### src/rtl/mem_bus_arbiter.sv
// Two-port arbiter for the shared CPU memory bus: captures one-cycle request
// pulses, issues one downstream transaction at a time and routes the response back.
module mem_bus_arbiter #(
    parameter int RR_MODE        = 1,
    parameter int TIMEOUT_CYCLES = 1024
) (
    input  logic        i_clk,
    input  logic        i_rst,
    input  logic        i_p0_DV,
    input  logic        i_p0_write_notread,
    input  logic [2:0]  i_p0_bhw,
    input  logic [31:0] i_p0_address,
    input  logic [31:0] i_p0_data,
    input  logic        i_p1_DV,
    input  logic        i_p1_write_notread,
    input  logic [2:0]  i_p1_bhw,
    input  logic [31:0] i_p1_address,
    input  logic [31:0] i_p1_data,
    output logic        o_p0_rsp_DV,
    output logic [31:0] o_p0_rsp_data,
    output logic        o_p0_rsp_err,
    output logic        o_p0_overrun,
    output logic        o_p1_rsp_DV,
    output logic [31:0] o_p1_rsp_data,
    output logic        o_p1_rsp_err,
    output logic        o_p1_overrun,
    output logic        o_bus_DV,
    output logic        o_write_notread,
    output logic [2:0]  o_bhw,
    output logic [31:0] o_bus_address,
    output logic [31:0] o_bus_data,
    input  logic        i_input_bus_DV,
    input  logic [31:0] i_input_bus_data,
    output logic        o_grant,
    output logic        o_busy
);

    localparam int CNT_W = (TIMEOUT_CYCLES > 1) ? $clog2(TIMEOUT_CYCLES) : 1;
    localparam int TO_LAST_I = (TIMEOUT_CYCLES > 0) ? TIMEOUT_CYCLES - 1 : 0;
    localparam logic [CNT_W-1:0] TO_LAST = TO_LAST_I[CNT_W-1:0];
    localparam bit TO_EN = (TIMEOUT_CYCLES != 0);
    localparam logic [31:0] TIMEOUT_DATA = 32'hDEADBEEF;

    typedef enum logic [1:0] {IDLE, ISSUE, WAIT} state_t;

    state_t           state;
    logic [1:0]       pending;
    logic             last_grant;
    logic [CNT_W-1:0] cnt;

    logic [1:0]        req_dv;
    logic [1:0]        req_wnr;
    logic [1:0][2:0]   req_bhw;
    logic [1:0][31:0]  req_addr;
    logic [1:0][31:0]  req_data;

    logic [1:0]        slot_wnr;
    logic [1:0][2:0]   slot_bhw;
    logic [1:0][31:0]  slot_addr;
    logic [1:0][31:0]  slot_data;

    logic [1:0]        rsp_dv;
    logic [1:0][31:0]  rsp_data;
    logic [1:0]        rsp_err;
    logic [1:0]        overrun;

    logic              timed_out;
    logic              wait_done;
    logic [1:0]        clear_slot;
    logic [1:0]        capture;
    logic              win;

    // Tie goes to the port not served last in round-robin, else port 0 always.
    function automatic logic pick_winner(input logic [1:0] pend, input logic last);
        if (pend == 2'b11) begin
            return (RR_MODE != 0) ? ~last : 1'b0;
        end
        return pend[1] & ~pend[0];
    endfunction

    assign req_dv   = {i_p1_DV, i_p0_DV};
    assign req_wnr  = {i_p1_write_notread, i_p0_write_notread};
    assign req_bhw  = {i_p1_bhw, i_p0_bhw};
    assign req_addr = {i_p1_address, i_p0_address};
    assign req_data = {i_p1_data, i_p0_data};

    assign timed_out  = TO_EN && (cnt == TO_LAST);
    assign wait_done  = (state == WAIT) && (i_input_bus_DV || timed_out);
    assign clear_slot = wait_done ? (o_grant ? 2'b10 : 2'b01) : 2'b00;
    // A new pulse in the cycle its slot is being released is accepted.
    assign capture    = req_dv & (~pending | clear_slot);
    assign win        = pick_winner(pending, last_grant);

    always_ff @(posedge i_clk) begin
        for (int n = 0; n < 2; n++) begin
            if (capture[n]) begin
                slot_wnr[n]  <= req_wnr[n];
                slot_bhw[n]  <= req_bhw[n];
                slot_addr[n] <= req_addr[n];
                slot_data[n] <= req_data[n];
            end
        end
    end

    always_ff @(posedge i_clk) begin
        if (i_rst) begin
            state           <= IDLE;
            pending         <= 2'b00;
            last_grant      <= 1'b1;
            cnt             <= '0;
            o_grant         <= 1'b0;
            o_busy          <= 1'b0;
            o_bus_DV        <= 1'b0;
            o_write_notread <= 1'b0;
            o_bhw           <= 3'b000;
            o_bus_address   <= 32'h0;
            o_bus_data      <= 32'h0;
            rsp_dv          <= 2'b00;
            rsp_data        <= '0;
            rsp_err         <= 2'b00;
            overrun         <= 2'b00;
        end else begin
            o_bus_DV <= 1'b0;
            rsp_dv   <= 2'b00;
            overrun  <= req_dv & pending & ~clear_slot;
            pending  <= capture | (pending & ~clear_slot);

            case (state)
                IDLE: begin
                    if (|pending) begin
                        o_grant         <= win;
                        o_write_notread <= slot_wnr[win];
                        o_bhw           <= slot_bhw[win];
                        o_bus_address   <= slot_addr[win];
                        o_bus_data      <= slot_data[win];
                        o_bus_DV        <= 1'b1;
                        o_busy          <= 1'b1;
                        state           <= ISSUE;
                    end
                end
                ISSUE: begin
                    cnt   <= '0;
                    state <= WAIT;
                end
                WAIT: begin
                    cnt <= cnt + 1'b1;
                    if (wait_done) begin
                        rsp_dv[o_grant]   <= 1'b1;
                        rsp_data[o_grant] <= i_input_bus_DV ? i_input_bus_data : TIMEOUT_DATA;
                        rsp_err[o_grant]  <= ~i_input_bus_DV;
                        last_grant        <= o_grant;
                        o_busy            <= 1'b0;
                        state             <= IDLE;
                    end
                end
                default: state <= IDLE;
            endcase
        end
    end

    assign o_p0_rsp_DV   = rsp_dv[0];
    assign o_p0_rsp_data = rsp_data[0];
    assign o_p0_rsp_err  = rsp_err[0];
    assign o_p0_overrun  = overrun[0];
    assign o_p1_rsp_DV   = rsp_dv[1];
    assign o_p1_rsp_data = rsp_data[1];
    assign o_p1_rsp_err  = rsp_err[1];
    assign o_p1_overrun  = overrun[1];

endmodule

### config.mk
export PLATFORM = sky130hd
export DESIGN_NAME = mem_bus_arbiter
export DESIGN_NICKNAME = d
export VERILOG_FILES = /design/src/rtl/mem_bus_arbiter.sv
export SDC_FILE = /design/constraint.sdc
export NUM_CORES = 1
export LEC_CHECK = 0
export ABC_AREA = 1
export BUFFER_PORTS_ARGS = -buffer_cell sky130_fd_sc_hd__buf_2
export CORE_MARGIN = 1
export CORE_UTILIZATION = 35
export CTS_CLUSTER_SIZE = 28
export DETAILED_ROUTE_END_ITERATION = 7
export GPL_TIMING_DRIVEN = 0
export MAX_ROUTING_LAYER = met4
export SYNTH_ARGS = -nofsm -noshare
export SYNTH_HDL_FRONTEND = slang
export SYNTH_SLANG_ARGS = --single-unit
### constraint.sdc
create_clock -name i_clk -period 7.1 [get_ports i_clk]
set_input_delay 0.71 -clock i_clk [delete_from_list [all_inputs] [get_ports i_clk]]
set_output_delay 0.71 -clock i_clk [all_outputs]
set_load 0.01 [all_outputs]
==> results.toml, run 1 <==
[worst_setup_path]
cpMaxStageDelayCell = "a21boi_4"
cp_top_family = "buffers and inverters"
worstPathArrival_ns = 2.98
critPathRequiredTime_ns = 7.38
path_max_fanout = 22
cp_cell_sequence = "ha_1, nand3_1, nor2_1, nand2_2, nand2_4, nand3_2, buf_6, a21boi_4, buf_16, buf_16, buf_12"
crit_type = "flop to flop"
startpoint_type = "flop"
worst_path_largest_cell_delay_ns = 0.51
cp-end-kind = "flop"
crit_path_frequent_cell = "buf_16"
cp_num_buf_inv = 4

[clocking]
cts_buffers = 31
hold_buffers = 0
cts_buffer_depth = 3
post_cts_resized = 0
post_cts_buffers = 0
cts_tree = "yes"
cts_root_buf = "clkbuf_16"
clock-sinks = 292
clkLatencyLatePin_ns = 0.58
clkTransAtPathRegs_ns = 0.07
h-tree-depth = 1

[floorplan]
die_w_um = 178
core.rowCount = 64
dieArea_mm2 = 0.0318
die_h_um = 178
initial_core_util_pct = 35.6
core_area_mm2 = 0.0306
io_pins = 314

[yosys]
synth-edff-count = 136
yosysSeqAreaShare_pct = 66.2
yosysUniqueCellTypes = 31
netlist_instances = 1072
syn_nets = 1250
synth_ff_type = "dfxtp_1"
async_reset_ff_share_pct = 0
yosysWarnings = 0
synth_area_per_cell_um2 = 10.1
syn-cell-area_mm2 = 0.0109
synth_seq_cells = 292

[finish]
postLayoutCoreUtil_pct = 46.0
layout.nets = 1601
mostFrequentLayoutCells = "330 x buf_2, 270 x nand2_1, 156 x dfxtp_1"
drive_gt1_share_pct = 28.0
area_growth_pct = 29.2
design_area_mm2 = 0.0141
stdcell_count = 1850
final_common_cell = "buf_2"

[sta]
min_period_ns = 2.70
rsz0062_at_grt = "no"
max_freq_mhz = 370
slew_headroom_pct = 59.1
setup_viol = 0
setup_slack_ns = 4.40
slew_violations = 0
worst_hold_slack_ns = 0.297
period_share_pct = 38.0
finalSetupTns_ns = 0
worst_slew_pin_slew_ns = 0.612
fin_worst_skew_ns = 0.0355
finalHoldViolCount = 0

[global_routing]
grt_pass1_wl_um = 46900
antenna_found_initial = 7
grt_overflow_total = 0
grt_usage_pct = 19.8
grt_pass1_vias = 8599
grt_start_max_net_pins = 24

[routing]
drt-vias-per-instance = 4.72
vias = 8731
drtPass1Iterations = 5
drc = 0
avgRoutedWirePerCell_um = 16.7
ant_nets = 0
finalWirelength_um = 30900
drt_iter0_markers = 499

[power]
cellLeakagePower_nw = 6.25
finalPower_mw = 4.61
p_per_area_mw_per_mm2 = 328
ir_drop_mv = 0.214

[place]
dp.cells = 1786
place_worst_setup_slack_ns = 4.23
io_buffers = 312
gp_congestion = 0.853
placed_cell_area_mm2 = 0.0131
place_hpwl_um = 22700

[run]
drv_cap = 0

[run_status]
status = "finished, final reports clean"

[hold_path]
hp-class = "input pin to flop"
[layout make-up]
| cell class | count | area, um2 |
|---|---|---|
| multi-input combinational | 603 | 2930 |
| antenna | 8 | 20.0 |
| buffer | 76 | 384 |
| fill | 2976 | 16500 |
| clock buffer | 43 | 863 |
| inverter | 101 | 379 |
| clock inverter | 13 | 76.3 |
| timing repair buffer | 318 | 1700 |
| tap | 396 | 495 |
| sequential | 292 | 7210 |
[worst paths after layout]
| check | slack (ns) | to | start | cells after the start |
|---|---|---|---|---|
| worst max-delay path | 4.40 | slot_addr[45] | cnt[1] | 11 |
| worst min-delay path | 0.30 | slot_addr[46] | i_p1_address[14] | 1 |
| worst max register to register | 4.40 | slot_addr[45] | cnt[1] | 11 |
| worst min register to register | 0.44 | o_p0_rsp_data[31] | o_p0_rsp_data[31] | 2 |
[registers in the layout, indices dropped and copies added (netlist names), 6 cells and up]
signal         flops
o_bus_data        32
cnt               10
slot_bhw           6
o_p1_rsp_data     32
o_bus_address     32
slot_data         64
slot_addr         64
o_p0_rsp_data     32
[metal layers]
metal	vias to the layer above	track usage (%)	part of all wire [%]
met3	50	6.22	9.5
met4	0	5.86	2.3
met1	3968	23.1	41
li1	4379	-	-
met2	334	32.7	47
met5	-	-	0
[worst register-to-register path: cells and delay by family (launching register included)]
family          cells  cell delay (ns)
simple gates        5             0.53
compound gates      1             0.51
flops               1             0.38
buf+inv             4             0.79
fa+ha+maj           1             0.22
[report_power, final]
part	leakage [nW]	internal (mW)	switching, mW	total, mW
logic	3.23	0.348	0.647	0.995
clock network	0.460	0.847	0.653	1.50
registers	2.57	2.01	0.105	2.11
[cells in the mapped netlist, types with 5 or more instances]
cell type / count / area [um2]
edfxtp_1: 136 / 4080
nand4_1: 67 / 419
buf_6: 8 / 90.1
buf_1: 5 / 18.8
a21oi_1: 36 / 180
inv_1: 96 / 360
nand3_1: 38 / 190
nor2_1: 25 / 93.8
clkbuf_1: 40 / 150
o21ai_0: 75 / 375
dfxtp_1: 156 / 3120
nand2_1: 270 / 1010
ha_1: 5 / 62.6
a31oi_1: 69 / 432
nor3_1: 5 / 25.0
buf_2: 18 / 90.1
[logic make-up after synthesis]
family          synth area share, %
fa+ha+maj                     0.575
compound gates                 9.48
buf+inv                        7.01
simple gates                   16.7
flops                          66.2
Note: power is estimated with default switching activity, not from simulation.
==> run 2: changes to the inputs <==
==> constraint.sdc (replaced) <==
create_clock -name i_clk -period 2.8 [get_ports i_clk]
set_input_delay 0.28 -clock i_clk [delete_from_list [all_inputs] [get_ports i_clk]]
set_output_delay 0.28 -clock i_clk [all_outputs]
set_load 0.01 [all_outputs]
==> results.toml, run 2 (synthesized netlist as in run 1, its figures left out) <==
[run_status]
status = "finished, final reports clean"

[sta]
period_share_pct = 81.3
finalSetupTns_ns = 0
slew_headroom_pct = 62.2
max_freq_mhz = 439
setup_slack_ns = 0.524
min_period_ns = 2.28
fin_worst_skew_ns = 0.0126
slew_violations = 0
rsz0062_at_grt = "no"
setup_viol = 0
finalHoldViolCount = 0
worst_slew_pin_slew_ns = 0.566

[clocking]
cts_buffers = 31
clkLatencyLatePin_ns = 0.55
h-tree-depth = 1
cts_root_buf = "clkbuf_16"
cts_buffer_depth = 3
cts_tree = "yes"
clock-sinks = 292
clkTransAtPathRegs_ns = 0.06

[hold_path]
hp-class = "input pin to flop"
min_to = "cnt[1]"
holdCritStartpoint = "i_rst"
min_path_cells = 2

[worst_setup_path]
r2r_end = "slot_data[51]"
crit-reg2reg-launch = "cnt[1]"
crit_path_frequent_cell = "buf_12"
crit_type = "flop to flop"
worst_path_largest_cell_delay_ns = 0.38
ff2ff_setup_slack_ns = 0.52
critPathRequiredTime_ns = 3.05
cpMaxStageDelayCell = "dfxtp_1"
cp_cell_sequence = "ha_1, nand3_1, nor2_1, nand2_2, nand2_4, nand3_2, buf_6, a21boi_4, buf_12, buf_12"
cp-end-kind = "flop"
r2r_cells = 10
cp_top_family = "buffers and inverters"
cp_num_buf_inv = 3
path_max_fanout = 28
startpoint_type = "flop"
path_depth = 10
worstPathArrival_ns = 2.52

[finish]
mostFrequentLayoutCells = "330 x buf_2, 270 x nand2_1, 156 x dfxtp_1"
layout.nets = 1745
final_common_cell = "buf_2"
area_growth_pct = 41.6
largest_registers = "slot_addr x64, slot_data x64"
n_antenna_cell = 0
n_fill_cell = 2805
drive_gt1_share_pct = 25.8
postLayoutCoreUtil_pct = 50.4

[global_routing]
grt_pass1_vias = 9297
grt_start_max_net_pins = 29
grt_pass1_wl_um = 50000
grt_overflow_total = 0
antenna_found_initial = 0
grt_usage_pct = 20.8

[floorplan]
die_h_um = 178
core.rowCount = 64
dieArea_mm2 = 0.0318
initial_core_util_pct = 35.6
die_w_um = 178
io_pins = 314
core_area_mm2 = 0.0306

[power]
cellLeakagePower_nw = 6.83
finalPower_mw = 11.8
p_sw_share_pct = 30.4
p_comb_share_pct = 23.0
power_switching_mw = 3.59
p_clk_share_pct = 31.6
ir_drop_mv = 0.597
seqPwrFrac_pct = 45.4
cellInternalPower_mw = 8.21
p_per_area_mw_per_mm2 = 766

[routing]
drc = 0
drt-vias-per-instance = 4.73
drt_iter0_markers = 555
avgRoutedWirePerCell_um = 16.3
drtPass1Iterations = 5
finalWirelength_um = 32500
vias = 9396
ant_nets = 0

[place]
io_buffers = 312
gp_congestion = 0.865
place_hpwl_um = 22300
place_worst_setup_slack_ns = -0.00920

[run]
drv_cap = 0
## run 2: worst max path at each step
stage,from,end
after floorplan,cnt[1],slot_addr[0]
after global placement,cnt[1],slot_addr[27]
after detailed placement,cnt[1],slot_data[62]
after CTS,cnt[1],slot_addr[30]
after global routing,cnt[1],slot_addr[50]
final,cnt[1],slot_data[51]
## run 2: what timing repair did
item,CTS,global route
hold buffers,138,0
pin swaps,1,1
endpoints found under the setup margin,28,52
buffers inserted,1,7
gates resized for setup,0,0
endpoints found under the hold margin,140,0
## run 2: cell type report
type                       count  area, um2  share of cell area [%]
timing repair buffer         462       3100                    20.1
multi-input combinational    603       2930                    19.0
inverter                     101        379                    2.46
buffer                        76        384                    2.49
tap                          396        495                    3.22
clock buffer                  46        862                    5.60
clock inverter                10       51.3                   0.333
sequential                   292       7210                    46.8
## run 2: power by group through the flow
stage | Sequential (mW) | Combinational, mW | Clock, mW
after detailed placement | 5.43 | 2.55 | 0
after global routing | 5.42 | 3.02 | 3.99
after floorplan | 5.61 | 1.21 | 0
final | 5.35 | 2.72 | 3.73
after global placement | 5.43 | 2.50 | 0
after CTS | 5.35 | 2.71 | 3.81
## run 2: metrics by stage
step,instances,hold slack (ns),instance area (um2)
6_report,1986,0.0447,15400
5_1_grt,1986,0.0460,15400
4_1_cts,1979,0.0171,15300
3_5_place_dp,1784,0.435,13000
3_3_place_gp,1780,0.433,13000
2_1_floorplan,1072,0.379,10900
## run 2: per-layer routing
layer  track usage [%]  part of all wire, %  vias up
li1                  -                    -     4662
met4              5.33                  2.0        0
met5                 -                    0        -
met3              3.88                  7.3       52
met2              35.7                   49      361
met1              25.1                   42     4321
==> run 3: changes to the inputs <==
--- a/config.mk
+++ b/config.mk
@@ -5,7 +5,7 @@
 export SDC_FILE = /design/constraint.sdc
 export NUM_CORES = 1
 export LEC_CHECK = 0
-export ABC_AREA = 1
+export ABC_AREA = 0
 export BUFFER_PORTS_ARGS = -buffer_cell sky130_fd_sc_hd__buf_2
 export CORE_MARGIN = 1
 export CORE_UTILIZATION = 35
==> constraint.sdc (replaced) <==
create_clock -name i_clk -period 2.1 [get_ports i_clk]
set_input_delay 0.21 -clock i_clk [delete_from_list [all_inputs] [get_ports i_clk]]
set_output_delay 0.21 -clock i_clk [all_outputs]
set_load 0.01 [all_outputs]
==> results.toml, run 3 <==
[run_status]
status = "finished, final reports clean"

[place]
io_buffers = 312
place_hpwl_um = 20000
placed_cell_area_mm2 = 0.0126
gp_congestion = 0.817

[global_routing]
grt_start_max_net_pins = 27
antenna_found_initial = 0
grt_pass1_wl_um = 46100
grt_usage_pct = 20.0
grt_pass1_vias = 8452
grt_overflow_total = 0

[yosys]
synth_most_common_cell = "dfxtp_1"
synthTopCellsByCount = "156 x dfxtp_1, 136 x edfxtp_1, 103 x nor2_1, 70 x a211oi_1, 70 x mux2i_1"
netlist.area_leader.share_pct = 39.0
syn_nets = 969
yosysSeqAreaShare_pct = 68.8
netlist_instances = 791
synth_seq_cells = 292
yosysWarnings = 0
synth_top_area_cell = "edfxtp_1"
synth_area_per_cell_um2 = 13.2
synth_area_leaders = "edfxtp_1 39%, dfxtp_1 30%, mux2i_1 6.7%"
yosysUniqueCellTypes = 38
synth_ff_type = "dfxtp_1"
synth-edff-count = 136
async_reset_ff_share_pct = 0
syn-cell-area_mm2 = 0.0105

[floorplan]
dieArea_mm2 = 0.0306
core_area_mm2 = 0.0291
io_pins = 314
initial_core_util_pct = 36.0
die_w_um = 175
core.rowCount = 62
die_h_um = 175

[clocking]
clkTransAtPathRegs_ns = 0.06
cts_buffers = 31
cts_root_buf = "clkbuf_16"
cts_tree = "yes"
cts_buffer_depth = 3
h-tree-depth = 1
clkLatencyLatePin_ns = 0.57
clock-sinks = 292

[finish]
design_area_mm2 = 0.0155
mostFrequentLayoutCells = "333 x buf_2, 162 x dlygate4sd3_1, 154 x dfxtp_1"
n_fill_cell = 2480
n_antenna_cell = 0
postLayoutCoreUtil_pct = 53.4
largest_registers = "slot_addr x64, slot_data x64"
layout.nets = 1491
final_common_cell = "buf_2"
area_growth_pct = 48.3
drive_gt1_share_pct = 31.7

[hold_path]
hp-class = "input pin to flop"

[worst_setup_path]
path_max_fanout = 17
worstPathArrival_ns = 2.27
critPathRequiredTime_ns = 2.35
cp-end-kind = "flop"
crit_type = "flop to flop"
startpoint_type = "flop"

[routing]
ant_nets = 0
drtPass1Iterations = 5
wl_met2_um = 14500
top_layer_used = "met4"
vias = 8194
drt_iter0_markers = 344
drc = 0
met1_length_um = 12700
drt-vias-per-instance = 4.76
wl_met3_um = 2030
finalWirelength_um = 30300
avgRoutedWirePerCell_um = 17.6

[sta]
finalSetupTns_ns = 0
finalHoldViolCount = 0
worst_slew_pin_slew_ns = 0.715
rsz0062_at_grt = "no"
period_share_pct = 96.1
worst_hold_slack_ns = 0.0210
fin_worst_skew_ns = 0.0221
setup_viol = 0
slew_violations = 0
slew_headroom_pct = 52.3
min_period_ns = 2.02
max_freq_mhz = 496

[power]
cellLeakagePower_nw = 6.42
p_per_area_mw_per_mm2 = 1050
finalPower_mw = 16.3
ir_drop_mv = 0.732

[run]
drv_cap = 0
## run 3: cell count changes after synthesis, sizes merged, moves of 25 or more
cell	before	now
nand2	274	6
inv	100	6
nor2	27	103
a211oi	0	70
mux2i	0	70
a31oi	69	2
nand4	67	2
o21ai	76	14
nand2b	0	31
nand3	40	11
a22o	0	25
## run 3: stage by stage
stage                     setup slack (ns)  instances
after global placement               -1.46       1487
after floorplan                     -0.526        791
after CTS                          0.00294       1715
after global routing             0.0000429       1722
final                               0.0822       1722
after detailed placement            -0.539       1489
## run 3: layout make-up
cell class                      count  area (um2)  share of cell area (%)
Tap cell                          384         480                    3.10
Sequential cell                   292        7210                    46.4
Timing Repair Buffer              486        3390                    21.8
Buffer                             57         298                    1.92
Clock inverter                     13         176                    1.14
Inverter                            6        22.5                   0.145
Clock buffer                       45         920                    5.92
Multi-Input combinational cell    439        3030                    19.5
## run 3: layer usage
metal / track usage, % / up-vias
met5: - / -
met4: 6.96 / 0
met3: 4.31 / 74
met2: 33.7 / 320
met1: 23.4 / 3834
li1: - / 3966
## run 3: path summary, 6_finish.rpt
| check | startpoint | endpoint | slack [ns] | depth (start not counted) |
|---|---|---|---|---|
| worst max register to register | state[0] | slot_addr[61] | 0.08 | 6 |
| worst min register to register | o_p1_rsp_data[24] | o_p1_rsp_data[24] | 0.47 | 1 |
| worst max-delay path | state[0] | slot_addr[61] | 0.08 | 6 |
| worst min-delay path | i_p1_DV | overrun[1] | 0.02 | 3 |
## run 3: cell families after synthesis
group	Yosys count	synth area share, %
AO/OA/AOI/OAI	189	13.0
XOR/XNOR	6	0.502
adder cells (fa/ha/maj)	5	0.598
buffers and inverters	63	2.95
flip-flops	292	68.8
multiplexers	70	6.69
AND/OR/NAND/NOR	166	7.37
## run 3: report_power, final
group	total, mW	internal (mW)	switching [mW]
clock network	5.77	3.52	2.25
registers	7.03	6.70	0.331
logic	3.47	1.45	2.02
## run 3: repair_timing
item / in CTS / in global routing
endpoints found under the setup margin: 197 / 164
setup buffers: 3 / 7
hold endpoints to repair: 179 / 0
gates resized for setup: 10 / 6
hold buffers: 162 / 0
cloned: 3 / 0
pin swaps: 3 / 3
## run 3: critical path, cell delays in order (launching register included)
cell and delay, ns:
dfxtp_1 0.33, inv_1 0.10, ha_1 0.14, buf_2 0.19
nand2_1 0.16, o21ai_4 0.38, and2_4 0.40
